[config.mk]
export PLATFORM = sky130hd
export DESIGN_NAME = vector_packer
export DESIGN_NICKNAME = d
export VERILOG_FILES = /design/src/rtl/fp_pkg.sv /design/src/rtl/vector_packer.sv
export SDC_FILE = /design/constraint.sdc
export NUM_CORES = 1
export LEC_CHECK = 0
export ABC_AREA = 1
export CAP_MARGIN = 20
export CORE_AREA = 2 2 107 109
export CTS_BUF_LIST = sky130_fd_sc_hd__clkbuf_16
export CTS_CLUSTER_SIZE = 14
export DETAILED_ROUTE_END_ITERATION = 10
export DIE_AREA = 0 0 109 111
export PLACE_DENSITY = 0.64
export SYNTH_ARGS = -nofsm -noshare
export SYNTH_HDL_FRONTEND = slang
export SYNTH_SLANG_ARGS = --single-unit
[constraint.sdc]
create_clock -name clk -period 4.6 [get_ports clk]
set_input_delay 1.15 -clock clk [delete_from_list [all_inputs] [get_ports clk]]
set_output_delay 1.15 -clock clk [all_outputs]
set_load 0.05 [all_outputs]
[src/rtl/fp_pkg.sv]
// Shared floating-point datapath definitions: default word width and the packer state type.
package fp_pkg;

  localparam int FP_WIDTH = 32;

  typedef enum logic {
    FILL = 1'b0,
    HOLD = 1'b1
  } packer_state_e;

endpackage

[src/rtl/vector_packer.sv]
// Serial-to-parallel packer: accepted words fill slots 0..NUM_WORDS-1, then the vector is held until taken.
// Partial-vector flush is compiled in only when VECTOR_PACKER_FLUSH_EN is defined.
module vector_packer
  import fp_pkg::*;
#(
  parameter int WIDTH     = FP_WIDTH,
  parameter int NUM_WORDS = 2
) (
  input  logic                           clk,
  input  logic                           rst,
  input  logic [WIDTH-1:0]               in_data,
  input  logic                           in_valid,
  output logic                           in_ready,
  output logic [NUM_WORDS*WIDTH-1:0]     out_data,
  output logic                           out_valid,
  input  logic                           out_ready,
  output logic [$clog2(NUM_WORDS+1)-1:0] out_count,
  input  logic                           flush
);

  localparam int IDX_W = (NUM_WORDS > 1) ? $clog2(NUM_WORDS) : 1;
  localparam int CNT_W = $clog2(NUM_WORDS + 1);
  localparam logic [IDX_W-1:0] IDX_LAST = IDX_W'(NUM_WORDS - 1);
  localparam logic [CNT_W-1:0] CNT_FULL = CNT_W'(NUM_WORDS);

  packer_state_e    state_q, state_d;
  logic [IDX_W-1:0] idx_q, idx_d;
  logic [CNT_W-1:0] cnt_q, cnt_d;
  logic [WIDTH-1:0] slot_q [NUM_WORDS];
  logic [WIDTH-1:0] slot_d [NUM_WORDS];
  logic             in_ready_q, out_valid_q;
  logic             accept_s;

`ifndef VECTOR_PACKER_FLUSH_EN
  logic unused_flush_s;
  assign unused_flush_s = flush;
`endif

  // Words are only taken while filling; in HOLD the producer keeps its word.
  assign accept_s = (state_q == FILL) && in_valid;

  // Next-state, slot write and valid-count logic.
  always_comb begin
    state_d = state_q;
    idx_d   = idx_q;
    cnt_d   = cnt_q;
    slot_d  = slot_q;
    case (state_q)
      FILL: begin
        if (accept_s) begin
          slot_d[idx_q] = in_data;
        end else begin
          slot_d = slot_q;
        end
        if (accept_s && (idx_q == IDX_LAST)) begin
          state_d = HOLD;
          idx_d   = '0;
          cnt_d   = CNT_FULL;
`ifdef VECTOR_PACKER_FLUSH_EN
        end else if (flush && (accept_s || (idx_q != '0))) begin
          // A word arriving with the flush is stored first and counted.
          state_d = HOLD;
          idx_d   = '0;
          cnt_d   = CNT_W'(idx_q) + CNT_W'(accept_s);
`endif
        end else if (accept_s) begin
          idx_d = idx_q + IDX_W'(1);
        end else begin
          idx_d = idx_q;
        end
      end
      HOLD: begin
        if (out_ready) begin
          state_d = FILL;
          idx_d   = '0;
          cnt_d   = '0;
          for (int i = 0; i < NUM_WORDS; i++) begin
            slot_d[i] = '0;
          end
        end else begin
          state_d = HOLD;
        end
      end
      default: begin
        state_d = FILL;
        idx_d   = '0;
        cnt_d   = '0;
        for (int i = 0; i < NUM_WORDS; i++) begin
          slot_d[i] = '0;
        end
      end
    endcase
  end

  // State, slot and handshake registers; reset discards any partial or held vector at once.
  always_ff @(posedge clk or posedge rst) begin
    if (rst) begin
      state_q     <= FILL;
      idx_q       <= '0;
      cnt_q       <= '0;
      in_ready_q  <= 1'b1;
      out_valid_q <= 1'b0;
      for (int i = 0; i < NUM_WORDS; i++) begin
        slot_q[i] <= '0;
      end
    end else begin
      state_q     <= state_d;
      idx_q       <= idx_d;
      cnt_q       <= cnt_d;
      in_ready_q  <= (state_d == FILL);
      out_valid_q <= (state_d == HOLD);
      for (int i = 0; i < NUM_WORDS; i++) begin
        slot_q[i] <= slot_d[i];
      end
    end
  end

  // Slot 0 occupies the most significant word of the packed vector.
  always_comb begin
    out_data = '0;
    for (int i = 0; i < NUM_WORDS; i++) begin
      out_data[(NUM_WORDS-i)*WIDTH-1 -: WIDTH] = slot_q[i];
    end
  end

  assign in_ready  = in_ready_q;
  assign out_valid = out_valid_q;
  assign out_count = cnt_q;

endmodule

==> metrics.cfg <==
[status]
status = finished, final reports clean

[layout]
fillers = 1199
drive_above_1_share = 0.0549
multi_input_area_sq_um = 1350
stdcell_count = 671
syn_to_final_growth_pct = 41.1
n_antenna_cell = 0
nets = 560
regArea_sq_um = 1700

[power_and_ir_drop]
powerDensity_nw_per_um2 = 786
p_clk_frac = 0.169
p_leak_nw = 2.32
peakVddDrop_uv = 334
p_comb_frac = 0.557
p_seq_frac = 0.274
total_power_w = 0.00360
switching_share = 0.512
intPower_w = 0.00176
p_switching_w = 0.00184

[run]
cap_violations = 0

[setup_path]
crit_arrival_ns = 3.40
cp_max_fo = 35
crit_buf_inv = 2
crit_type = primary input to register
reg2reg_depth = 6
crit_chain = clkdlybuf4s50_1 -> nand2_2 -> nand2_2 -> buf_4 -> nand2_2 -> nand2_1 -> nand2_1
cpMostUsedCell = nand2_2
rrSetupSlack_ns = 1.98
start_kind = primary input
crit_start = out_ready
critPathMaxStageDelay_ns = 0.49
slowest_stage = clkdlybuf4s50_1
cpLargestDelayFamily = simple AND/OR/NAND/NOR gates
required_ns = 4.80
crit_end = out_data[54]
r2r_end = out_data[54]
r2r_start = out_valid
cp-end-kind = register
worst-path-stages = 7

[timing]
setup_viol = 0
min_period_ns = 3.19
worst_pin_slew_ns = 1.03
finalHoldViolations = 0
whs_ns = 0.467
rsz0062_at_grt = false
final_max_slew_viol_count = 0
fmax_mhz = 313
layout_setup_ws_ns = 1.41
finClkSkew_ns = 0.00629
slew_headroom = 0.311
setup_tns_ns = 0
finalCritPeriodShare = 0.694

[clock_tree]
cts_tree = yes
hold_buffers = 0
clockBufferDepth = 2
clock-sinks = 68
clock_latency_ns = 0.32
ctsResizeCount = 0
numCtsBuffers = 9
post_cts_buffers = 0
htreeDepth = 3
clk_pin_slew_ns = 0.05
cts_root_buf = clkbuf_16

[global_route]
grt_usage = 0.168
antenna_found_initial = 0
grt_pass1_vias = 3130
grt_first_pass_wirelength_um = 15800
grt_overflow = 0
grt_max_degree = 45

[synthesis]
synthTopCellsByArea = dfrtp_1 (52%), nand2_1 (23%), nand3_1 (9.9%)
synth_top_area_frac = 0.517
syn_area_sq_um = 3240
synth_seq_cells = 68
ys_seq_area_frac = 0.525
syn_inst = 437
synth_area_leader_cell = dfrtp_1
yosysWarnings = 0
syn_nets = 474
avgSynthCellArea_sq_um = 7.42
yosysUniqueCellTypes = 15

[detailed_routing]
routed_via_density = 4.66
drc = 0
drt-total-wl_um = 9650
firstDrtPassIters = 6
ant_nets = 0
drt-wirelength-per-cell_um = 14.4
drt-initial-drc-count = 115
vias = 3125

[place]
gp_congestion = 0.757
place_inst = 655
dp_slack_ns = 1.07
io_buffers = 102
dpl.hpwl_um = 6380

[floorplan]
die_w_um = 109
die_h_um = 111
start_util = 0.293
num_io_pins = 105
die_area_sq_um = 12100
core_sq_um = 11100
num_rows = 39

[min_path]
worstHoldPathType = register to register

-- cell usage in the layout (no fill, tap or decap) --
cell type        instances
nand2_1                195
nor2_1                  64
clkinv_2                 2
conb_1                   1
nand2_2                  5
dfrtp_2                  1
clkbuf_16                9
dfstp_2                  1
a21oi_1                  1
clkinv_1                 1
dfrtp_1                 66
clkdlybuf4s50_1        102
buf_4                    6
o21ai_0                  1
nand3_1                 64
clkinvlp_4               2
inv_1                    4
nand3_2                  1
inv_2                    2
-- cells in the mapped netlist --
master	number
a21oi_1	1
buf_2	20
buf_4	7
clkbuf_1	6
conb_1	1
dfrtp_1	67
dfstp_2	1
inv_1	3
inv_2	1
nand2_1	195
nand2_2	5
nand3_1	64
nand3_2	1
nor2_1	64
o21ai_0	1
-- routing by layer --
layer	up-vias	global-route usage	part of all wire	wire [um]
met1	1496	0.224	0.45	4390
met3	15	0.0353	0.059	571
met5	-	0	0	0
met2	93	0.267	0.47	4530
met4	0	0.0607	0.016	157
li1	1521	-	-	-
-- registers in the layout (all words and copies together), names as in the netlist --
name / cells
out_count: 1
out_valid: 1
idx_q: 1
out_data: 64
in_ready: 1
-- worst min-delay path: stages, from the launching register on --
cell,delay (ns)
dfrtp_1,0.34
nand2_1,0.05
nand2_1,0.04
-- worst min-delay path by stage --
stage | from | endpoint | slack [ns] | cells after the start
final | out_data[50] | out_data[50] | 0.47 | 2
after global routing | out_data[63] | out_data[63] | 0.49 | 2
after CTS | out_data[50] | out_data[50] | 0.47 | 2
after detailed placement | out_data[50] | out_data[50] | 0.46 | 2
after global placement | out_data[52] | out_data[52] | 0.46 | 2
after floorplan | idx_q | out_data[30] | 0.70 | 5
-- kinds of logic (layout without fill, tap and decap cells) --
group	count (synthesis)	after routing	share of synthesized area
AND/OR/NAND/NOR	329	329	0.412
buffers and inverters	37	128	0.0587
flip-flops	68	68	0.525
other	1	1	0.00116
AO/OA/AOI/OAI	2	2	0.00309
-- power by group through the flow --
stage	sequential, W	combinational (W)	clock [W]
after global routing	0.00102	0.00216	0.000652
after global placement	0.000986	0.00200	0
after CTS	0.000987	0.00202	0.000628
final	0.000986	0.00200	0.000608
after detailed placement	0.000992	0.00202	0
after floorplan	0.00165	0.000740	0
-- metrics by stage --
| stage | util | cell area, sq um |
|---|---|---|
| final | 0.413 | 4570 |
| after global routing | 0.413 | 4570 |
| after CTS | 0.413 | 4570 |
| after detailed placement | 0.389 | 4310 |
| after global placement | 0.389 | 4310 |
| after floorplan | - | 3240 |
-- final cells by class --
type                            instances  share of cell area
Multi-Input combinational cell        332               0.295
Inverter                                4             0.00328
Sequential cell                        68               0.373
Clock buffer                            9              0.0492
Timing Repair Buffer                  108               0.233
Clock inverter                          7             0.00793
Tap cell                              143              0.0391
(Power assumes the default switching activity.)
